<file path="src/rtl/pipe_ctrl_pkg.sv">
// Shared definitions for the pipeline controller: control-word layout, opcodes
// and forward-select codes. Used by ctrl_decode and pipe_control.
package pipe_ctrl_pkg;

   localparam int CTRL_W = 10;

   // Bit positions inside the control word
   localparam int CB_REGWRITE = 0;
   localparam int CB_MEMWRITE = 1;
   localparam int CB_MEMREAD  = 2;
   localparam int CB_MEMTOREG = 3;
   localparam int CB_BRANCH   = 4;
   localparam int CB_ALUSRC   = 5;
   localparam int CB_LXB      = 6;
   localparam int CB_PCSTORE  = 7;
   localparam int CB_BR       = 8;
   localparam int CB_HALT     = 9;

   localparam logic [3:0] OP_ADD = 4'b0000;
   localparam logic [3:0] OP_SUB = 4'b0001;
   localparam logic [3:0] OP_LW  = 4'b1000;
   localparam logic [3:0] OP_SW  = 4'b1001;
   localparam logic [3:0] OP_LLB = 4'b1010;
   localparam logic [3:0] OP_LHB = 4'b1011;
   localparam logic [3:0] OP_B   = 4'b1100;
   localparam logic [3:0] OP_BR  = 4'b1101;
   localparam logic [3:0] OP_PCS = 4'b1110;
   localparam logic [3:0] OP_HLT = 4'b1111;

   typedef enum logic [1:0] {
      FWD_NONE = 2'b00,
      FWD_WB   = 2'b01,
      FWD_MEM  = 2'b10
   } fwd_sel_e;

endpackage

</file>
<file path="src/rtl/ctrl_decode.sv">
// Combinational opcode decoder: produces the control word and which source
// register fields the instruction actually reads.
module ctrl_decode
   import pipe_ctrl_pkg::*;
(
   input  logic [3:0]        opcode,
   output logic [CTRL_W-1:0] ctrl,
   output logic              rs_used,
   output logic              rt_used
);

   always_comb begin
      // NOTE: every output gets a default first so no path can infer a latch.
      ctrl    = '0;
      rs_used = 1'b0;
      rt_used = 1'b0;

      ctrl[CB_REGWRITE] = ~opcode[3] | (opcode == OP_LW) | (opcode == OP_LLB) |
                          (opcode == OP_LHB) | (opcode == OP_PCS);
      ctrl[CB_MEMWRITE] = (opcode == OP_SW);
      ctrl[CB_MEMREAD]  = (opcode == OP_LW);
      ctrl[CB_MEMTOREG] = (opcode == OP_LW);
      ctrl[CB_BRANCH]   = (opcode[3:1] == 3'b110);
      ctrl[CB_ALUSRC]   = (opcode[3:1] == 3'b010) | (opcode == 4'b0110) | opcode[3];
      ctrl[CB_LXB]      = (opcode[3:1] == 3'b101);
      ctrl[CB_PCSTORE]  = (opcode[3:2] == 2'b11);
      ctrl[CB_BR]       = (opcode == OP_BR);
      ctrl[CB_HALT]     = (opcode == OP_HLT);

      // rs feeds every compute op, memory and LxB op, plus BR; rt only the
      // two-register compute ops and the SW store data
      rs_used = (opcode <= OP_LHB) | (opcode == OP_BR);
      rt_used = (opcode <= 4'b0011) | (opcode == 4'b0111) | (opcode == OP_SW);
   end

endmodule

</file>
<file path="src/rtl/pipe_control.sv">
// Pipeline controller: carries decoded control words ID->EX->MEM->WB and
// resolves hazards, halt and flush. Define CTRL_FWD_EN to enable EX operand
// forwarding (only load-use stalls remain); otherwise RAW hazards stall.
module pipe_control
   import pipe_ctrl_pkg::*;
#(
   parameter int REG_ADDR_W = 4,
   parameter int ZERO_REG   = 1
) (
   input  logic                  clk,
   input  logic                  rst_n,
   input  logic                  id_valid,
   input  logic [3:0]            id_opcode,
   input  logic [REG_ADDR_W-1:0] id_rs,
   input  logic [REG_ADDR_W-1:0] id_rt,
   input  logic [REG_ADDR_W-1:0] id_rd,
   input  logic                  flush_i,
   output logic [CTRL_W-1:0]     ex_ctrl_o,
   output logic [CTRL_W-1:0]     mem_ctrl_o,
   output logic [CTRL_W-1:0]     wb_ctrl_o,
   output logic [REG_ADDR_W-1:0] wb_rd_o,
   output logic                  stall_o,
   output logic [1:0]            fwd_a_o,
   output logic [1:0]            fwd_b_o,
   output logic                  halted_o
);

   logic [CTRL_W-1:0]     id_ctrl;
   logic                  id_rs_used, id_rt_used;

   logic                  ex_valid, mem_valid, wb_valid;
   logic [CTRL_W-1:0]     ex_ctrl, mem_ctrl, wb_ctrl;
   logic [REG_ADDR_W-1:0] ex_rd, mem_rd, wb_rd;
   logic                  halted;

   logic                  ex_live, mem_live, wb_live;
   logic                  hazard, hlt_in_flight, ex_load;

   ctrl_decode u_decode (
      .opcode  (id_opcode),
      .ctrl    (id_ctrl),
      .rs_used (id_rs_used),
      .rt_used (id_rt_used)
   );

   // A used source matches a destination unless it is the hardwired R0
   function automatic logic src_match(input logic                  used,
                                      input logic [REG_ADDR_W-1:0] src,
                                      input logic [REG_ADDR_W-1:0] dst);
      return used && (src == dst) && !((ZERO_REG != 0) && (src == '0));
   endfunction

   // Halt empties the pipe at once, so stage valids are qualified here
   assign ex_live  = ex_valid  & ~halted;
   assign mem_live = mem_valid & ~halted;
   assign wb_live  = wb_valid  & ~halted;

   always_comb begin
      logic reads_ex;
      reads_ex = id_valid & (src_match(id_rs_used, id_rs, ex_rd) |
                             src_match(id_rt_used, id_rt, ex_rd));
`ifdef CTRL_FWD_EN
      hazard = ex_live & ex_ctrl[CB_MEMREAD] & reads_ex;
`else
      begin
         logic reads_mem;
         reads_mem = id_valid & (src_match(id_rs_used, id_rs, mem_rd) |
                                 src_match(id_rt_used, id_rt, mem_rd));
         hazard = (ex_live  & ex_ctrl[CB_REGWRITE]  & reads_ex) |
                  (mem_live & mem_ctrl[CB_REGWRITE] & reads_mem);
      end
`endif
   end

   assign hlt_in_flight = (ex_live & ex_ctrl[CB_HALT]) | (mem_live & mem_ctrl[CB_HALT]);
   assign stall_o       = halted | (hazard & ~flush_i);
   assign ex_load       = id_valid & ~hazard & ~flush_i & ~hlt_in_flight & ~halted;

   always_ff @(posedge clk or negedge rst_n) begin
      if (!rst_n) begin
         ex_valid  <= 1'b0;
         mem_valid <= 1'b0;
         wb_valid  <= 1'b0;
         ex_ctrl   <= '0;
         mem_ctrl  <= '0;
         wb_ctrl   <= '0;
         ex_rd     <= '0;
         mem_rd    <= '0;
         wb_rd     <= '0;
         halted    <= 1'b0;
      end else begin
         // NOTE: non-blocking assignments so every stage samples the
         // pre-edge value of the stage before it.
         ex_valid <= ex_load;
         if (ex_load) begin
            ex_ctrl <= id_ctrl;
            ex_rd   <= id_rd;
         end
         mem_valid <= ex_live;
         mem_ctrl  <= ex_ctrl;
         mem_rd    <= ex_rd;
         wb_valid  <= mem_live;
         wb_ctrl   <= mem_ctrl;
         wb_rd     <= mem_rd;
         halted    <= halted | (wb_live & wb_ctrl[CB_HALT]);
      end
   end

   assign ex_ctrl_o  = ex_live  ? ex_ctrl  : '0;
   assign mem_ctrl_o = mem_live ? mem_ctrl : '0;
   assign wb_ctrl_o  = wb_live  ? wb_ctrl  : '0;
   assign wb_rd_o    = wb_live  ? wb_rd    : '0;
   assign halted_o   = halted;

`ifdef CTRL_FWD_EN
   logic [REG_ADDR_W-1:0] ex_rs, ex_rt;
   logic                  ex_rs_used, ex_rt_used;

   always_ff @(posedge clk or negedge rst_n) begin
      if (!rst_n) begin
         ex_rs      <= '0;
         ex_rt      <= '0;
         ex_rs_used <= 1'b0;
         ex_rt_used <= 1'b0;
      end else if (ex_load) begin
         ex_rs      <= id_rs;
         ex_rt      <= id_rt;
         ex_rs_used <= id_rs_used;
         ex_rt_used <= id_rt_used;
      end
   end

   // MEM holds the younger result, so it wins over WB
   always_comb begin
      fwd_a_o = FWD_NONE;
      fwd_b_o = FWD_NONE;
      if (ex_live) begin
         if (mem_live && mem_ctrl[CB_REGWRITE] && src_match(ex_rs_used, ex_rs, mem_rd))
            fwd_a_o = FWD_MEM;
         else if (wb_live && wb_ctrl[CB_REGWRITE] && src_match(ex_rs_used, ex_rs, wb_rd))
            fwd_a_o = FWD_WB;
         if (mem_live && mem_ctrl[CB_REGWRITE] && src_match(ex_rt_used, ex_rt, mem_rd))
            fwd_b_o = FWD_MEM;
         else if (wb_live && wb_ctrl[CB_REGWRITE] && src_match(ex_rt_used, ex_rt, wb_rd))
            fwd_b_o = FWD_WB;
      end
   end
`else
   assign fwd_a_o = FWD_NONE;
   assign fwd_b_o = FWD_NONE;
`endif

endmodule

</file>
<file path="config.mk">
export PLATFORM = sky130hd
export DESIGN_NAME = pipe_control
export DESIGN_NICKNAME = d
export VERILOG_FILES = /design/src/rtl/pipe_ctrl_pkg.sv /design/src/rtl/ctrl_decode.sv /design/src/rtl/pipe_control.sv
export SDC_FILE = /design/constraint.sdc
export NUM_CORES = 1
export LEC_CHECK = 0
export BUFFER_PORTS_ARGS = -buffer_cell sky130_fd_sc_hd__buf_4
export CORE_AREA = 2 2 66 68
export DETAILED_ROUTE_END_ITERATION = 8
export DIE_AREA = 0 0 68 70
export GPL_TIMING_DRIVEN = 0
export PLACE_DENSITY = 0.78
export SETUP_SLACK_MARGIN = 0.2
export SYNTH_ARGS = -nofsm -noshare
export SYNTH_HDL_FRONTEND = slang
export SYNTH_HIERARCHICAL = 1
export SYNTH_SLANG_ARGS = --single-unit
</file>
<file path="constraint.sdc">
create_clock -name clk -period 2.3 [get_ports clk]
set_clock_uncertainty 0.2 [all_clocks]
set_input_delay 0.46 -clock clk [delete_from_list [all_inputs] [get_ports clk]]
set_output_delay 0.46 -clock clk [all_outputs]
set_load 0.03 [all_outputs]
</file>
Word-level counts from Yosys, hierarchy flattened
Index checks and enable logic that the tools add are counted.
{"block": "word_totals", "regBits": 46, "out_inout_bits": 40, "word_cells": 82}
{"block": "classes", "n_lt_le_gt_ge": 2, "eq_ne": 17, "mux": 4, "n_bitwise": 37, "reduce_logical": 12}
{"op": "$mux 10", "count": 3}
{"op": "$eq 4x4->1 const B", "count": 7}
{"op": "$and 1x1->1", "count": 17}
{"op": "$eq 4x4->1", "count": 4}
{"op": "$or 1x1->1", "count": 15}
{"op": "$eq 4x3->1 const B", "count": 2}
{"op": "$logic_and 1x1->1", "count": 8}
{"op": "$logic_not 4->1", "count": 2}
{"op": "$eq 3x3->1 const B", "count": 2}
{"op": "$not 1->1", "count": 5}
{"op": "$le 4x2->1 const B", "count": 1}
{"op": "$le 4x4->1 const B", "count": 1}
{"op": "$mux 4", "count": 1}
{"op": "$eq 3x2->1 const B", "count": 1}
{"op": "$eq 2x2->1 const B", "count": 1}
{"op": "$logic_not 1->1", "count": 2}

Longest topological paths before layout
{"block": "depth", "word_depth": 14, "depth_mapped": 8}

Cells and area by module
Netlist, hierarchy kept.
{"mod": "pipe_control", "instances": 1, "cells_per_inst": 139, "area_each_um2": 1900.6, "seq_area_each_um2": 1151.1}
{"mod": "ctrl_decode", "instances": 1, "cells_per_inst": 20, "area_each_um2": 101.3, "seq_area_each_um2": 0.0}

Least setup slack after synthesis
Ideal clock, no wire load.
{"block": "synth_path", "path_kind": "reg-to-output", "startpoint": "register halted (netlist: halted_o)", "endpoint": "output port stall_o", "arrival_time_ns": 1.644, "t_required_ns": 1.640, "path_slack_ns": -0.004, "stages_incl_launch_ff": 6, "path_buffers": 0, "path_cell_list": "dfrtp_1 -> nor2b_2 -> nand4_1 -> o32a_1 -> o22ai_2 -> a31o_2"}
{"block": "synth_via", "elab_chain_cells": 7}
{"element": "from (decl)", "line": "pipe_control.sv:34", "rtl": "logic halted;"}
{"element": "from (signal assigned)", "line": "pipe_control.sv:105", "rtl": "halted <= halted | (wb_live & wb_ctrl[CB_HALT]);"}
{"element": "$not 1->1", "line": "pipe_control.sv:54, pipe_control.sv:55"}
{"element": "$and 1x1->1, on equally long branches", "line": "pipe_control.sv:54, pipe_control.sv:55"}
{"element": "$and 1x1->1, on equally long branches (2 in series)", "line": "pipe_control.sv:69, pipe_control.sv:70"}
{"element": "$or 1x1->1", "line": "pipe_control.sv:69", "rtl": "hazard = (ex_live & ex_ctrl[CB_REGWRITE] & reads_ex) |"}
{"element": "$and 1x1->1", "line": "pipe_control.sv:76", "rtl": "assign stall_o = halted | (hazard & ~flush_i);"}
{"element": "$or 1x1->1 *", "line": "pipe_control.sv:76"}
{"element": "to (decl)", "line": "pipe_control.sv:22", "rtl": "output logic stall_o,"}
Every way passes the cells marked *; elsewhere a longest branch is shown, timed or not.

Worst setup path in the final report
Same ends and word-level chain as after synthesis.

==> summary.md <==
| Metric | Value |
|---|---|
| Largest net degree at the start of global routing | `47` |
| Gpl congestion | `0.900` |
| Post-synthesis cell count | `~160` |
| Chip width | `68 um` |
| Final setup vio count | `1` |
| CTS H-Tree Depth | `2` |
| Synthesized area | `around 2000 sq um` |
| Detailed Routing Iterations Pass 1 | `4` |
| Worst min-delay path endpoint | `wb_ctrl[8]` |
| Synth area leaders | `dfrtp_1 (57%), and2_1 (11%), mux2_4 (6.8%), xnor2_1 (5.2%), mux2_2 (2.8%)` |
| Hold_sp | `mem_ctrl[8]` |
| CP required | `about 1.6 ns` |
| Setup tns final | `-0.159 ns` |
| Clock period minus worst slack | `around 2.5 ns` |
| PortBufs | `between 50 and 60` |
| Syn-to-layout area delta | `48.3%` |
| Vias in the first global route | `around 1,300` |
| Crit Reg-Reg Startpoint | `halted_o` |
| Fin cells | `between 200 and 300` |
| Synth unique cells | `31` |
| DR iter-0 viols | `64` |
| R2r worst-path depth | `9` |
| Drc violations | `0` |
| Slew Limit Headroom | `0.632` |
| Clk_lat worst skew | `just under 0.3 ns` |
| Worst-margin pin slew | `0.552 ns` |
| Fill cells | `~280` |
| Max Cap Viol | `0` |
| Design Area, Final | `between 2000 and 3000 sq um` |
| Die area | `about 4800 sq um` |
| Critical path fanouts, max | `4` |
| Synth warnings | `6` |
| Via density | `between 4 and 5` |
| Core area | `around 4100 sq um` |
| Hold Path Class | `flip-flop to flip-flop` |
| Crit path DAT | `1.80 ns` |
| Power density cells | `approximately 930 nW/um^2` |
| Top cell type's share of synthesized area | `0.575` |
| Drt total wl | `just over 4000 um` |
| CTS clock-pin slew for the worst setup and hold paths | `roughly 0.080 ns` |
| Hpwl dp | `around 2800 um` |
| CTS Buf Count | `5` |
| Total number of vias | `between 1,000 and 1,500` |
| First-pass GRT wire length | `around 6500 um` |
| Crit path launch type | `flip-flop` |
| Synth area leader | `dfrtp_1` |
| Total track usage | `0.184` |
| Antenna Cells | `0` |
| Slowest stage delay, CP | `approximately 0.47 ns` |
| Final worst slack | `-0.159 ns` |
| Critical-path cell list | `nor2b_4 -> nand4_1 -> o32a_1 -> o22ai_2 -> a31o_4 -> buf_6` |
| Worst Hold Path Cells | `0` |
| Share of post-route cells with drive strength above 1 | `0.554` |
| Most frequent cells in the layout | `dfrtp_1 (45), buf_4 (42), buf_6 (36), and2_4 (23)` |
| Initial antenna violation count | `0` |
| Placed Instances | `~270` |
| Avg Cell Area, Syn | `12.6 sq um` |
| Max Fclk | `slightly above 400 MHz` |
| Critical Path End Type | `output pin` |
| GR Overflow Total | `0` |
| I/O Pins | `60` |
| Overall Power | `2.77 mW` |
| DIE HEIGHT | `about 70 um` |
| Post-route ant nets | `0` |
| WL/cell | `13.9 um` |
| Register area | `between 1000 and 1500 sq um` |
| FF-to-FF setup slack | `about 0.06 ns` |
| #FFs+latches synth | `46` |
| Status | `finished, violations left` |
| RR Endpoint | `ex_rd[1]` |
| Initial core utilization | `0.483` |
| CTS sink count | `46` |
| Failing checks | `setup timing` |
| Slowest cell on crit path | `dfrtp_2` |
| Critical path class | `flip-flop to output pin` |
| Part of the cycle the worst path needs | `1.07` |
| Leak pwr | `approximately 1.5 nW` |
| Hold Violations, Final | `0` |
| Nets@finish | `approximately 260` |
| CTS tree | `yes` |
| Setup WS pre-CTS | `-0.158 ns` |
| Seq/Total Area, Yosys | `0.575` |
| RSZ-0062 raised after global routing | `true` |
| CTS max path bufs | `2` |
| Root Buffer | `clkbuf_8` |
| Commonest non-fill, non-tap cell in the layout | `dfrtp_1` |
| VDD IR max | `0.000447 V` |
| Slew Viols, Final | `0` |
| Std cell rows | `24` |
| Multi-input logic area | `~890 sq um` |
| Post-DP Area | `approximately 2500 sq um` |
-- synthesized netlist by cell type --
master / number
maj3_2: 1
nor2b_1: 2
mux2i_1: 1
xnor2_1: 12
or2_2: 1
nand4_1: 4
mux2_2: 5
nand3_1: 1
nand2b_1: 1
nor3_1: 1
buf_4: 5
conb_1: 1
dfrtp_1: 46
o22ai_2: 1
and2_1: 34
a21o_1: 1
mux2_4: 9
nor2_1: 5
clkbuf_1: 3
o21ai_0: 1
xor2_1: 4
a21oi_1: 1
o41ai_1: 2
inv_2: 1
nand2_1: 8
inv_1: 2
a31o_2: 1
o32a_1: 2
nor3_4: 1
buf_6: 1
nor2b_2: 1
-- layer usage --
metal | track usage | up-vias | wire [um]
met5 | 0 | - | 0
met4 | 0.0533 | 0 | 35
met3 | 0.0467 | 2 | 143
met2 | 0.292 | 30 | 2260
met1 | 0.248 | 680 | 1640
li1 | - | 674 | -
-- how the worst max path moves through the flow --
stage / from / endpoint / depth (start not counted)
after global placement: id_rs[1] / stall_o / 7
after global routing: ex_rd[3] / stall_o / 6
final: halted_o / stall_o / 6
after detailed placement: id_rs[0] / ex_ctrl[3] / 6
after CTS: ex_rd[3] / stall_o / 6
after floorplan: halted_o / stall_o / 5
-- registers in the layout (all words and copies together) (netlist names) --
register,cells
ex_valid,1
mem_valid,1
wb_rd,4
mem_rd,4
wb_ctrl,10
mem_ctrl,10
halted_o,1
ex_ctrl,10
wb_valid,1
ex_rd,4
-- what timing repair did --
action | 4_1_cts | 5_1_grt
hold endpoints to repair | 46 | 0
hold buffers | 1 | 0
cloned | 2 | 1
pin swaps | 4 | 6
setup buffers | 7 | 6
resized for setup | 33 | 47
endpoints found under the setup margin | 38 | 47
-- area by class of cell --
cell class                      instances  area share
Timing Repair Buffer                   72       0.227
Buffer                                  9      0.0291
Inverter                                3     0.00379
Tap cell                               52      0.0219
Sequential cell                        46       0.388
Clock inverter                          1     0.00169
Multi-Input combinational cell        104       0.299
Clock buffer                            7      0.0291
-- per-stage QoR --
| stage | hold WS, ns | utilization |
|---|---|---|
| 2_1_floorplan | -0.0356 | - |
| 3_3_place_gp | 0.152 | 0.604 |
| 3_5_place_dp | 0.154 | 0.604 |
| 4_1_cts | 0.172 | 0.672 |
| 5_1_grt | 0.182 | 0.716 |
| 6_report | 0.173 | 0.716 |
-- power by group --
| part | internal, mW | total (mW) | switching (mW) |
|---|---|---|---|
| Sequential | 1.06 | 1.27 | 0.203 |
| Combinational | 0.592 | 1.02 | 0.429 |
| Clock | 0.242 | 0.487 | 0.245 |
-- logic make-up (layout without fill, tap and decap cells) --
logic type,count (synthesis),in the layout,synth area share
and+or+nand+nor,59,59,0.173
DFF,46,46,0.575
xor gates and xnor gates,16,16,0.0700
muxes,15,15,0.101
buffers and inverters,12,92,0.0356
AOI/OAI and AO/OA,9,9,0.0381
adders and majority gates,1,1,0.00562
other,1,4,0.00187
-- worst max-delay path: cells and delay by family (launching register included) --
kind	cells	cell delay, ns
DFF	1	0.47
AOI/OAI and AO/OA	3	0.67
buffers and inverters	1	0.12
and+or+nand+nor	2	0.26
Note: power is estimated with default switching activity, not from simulation.
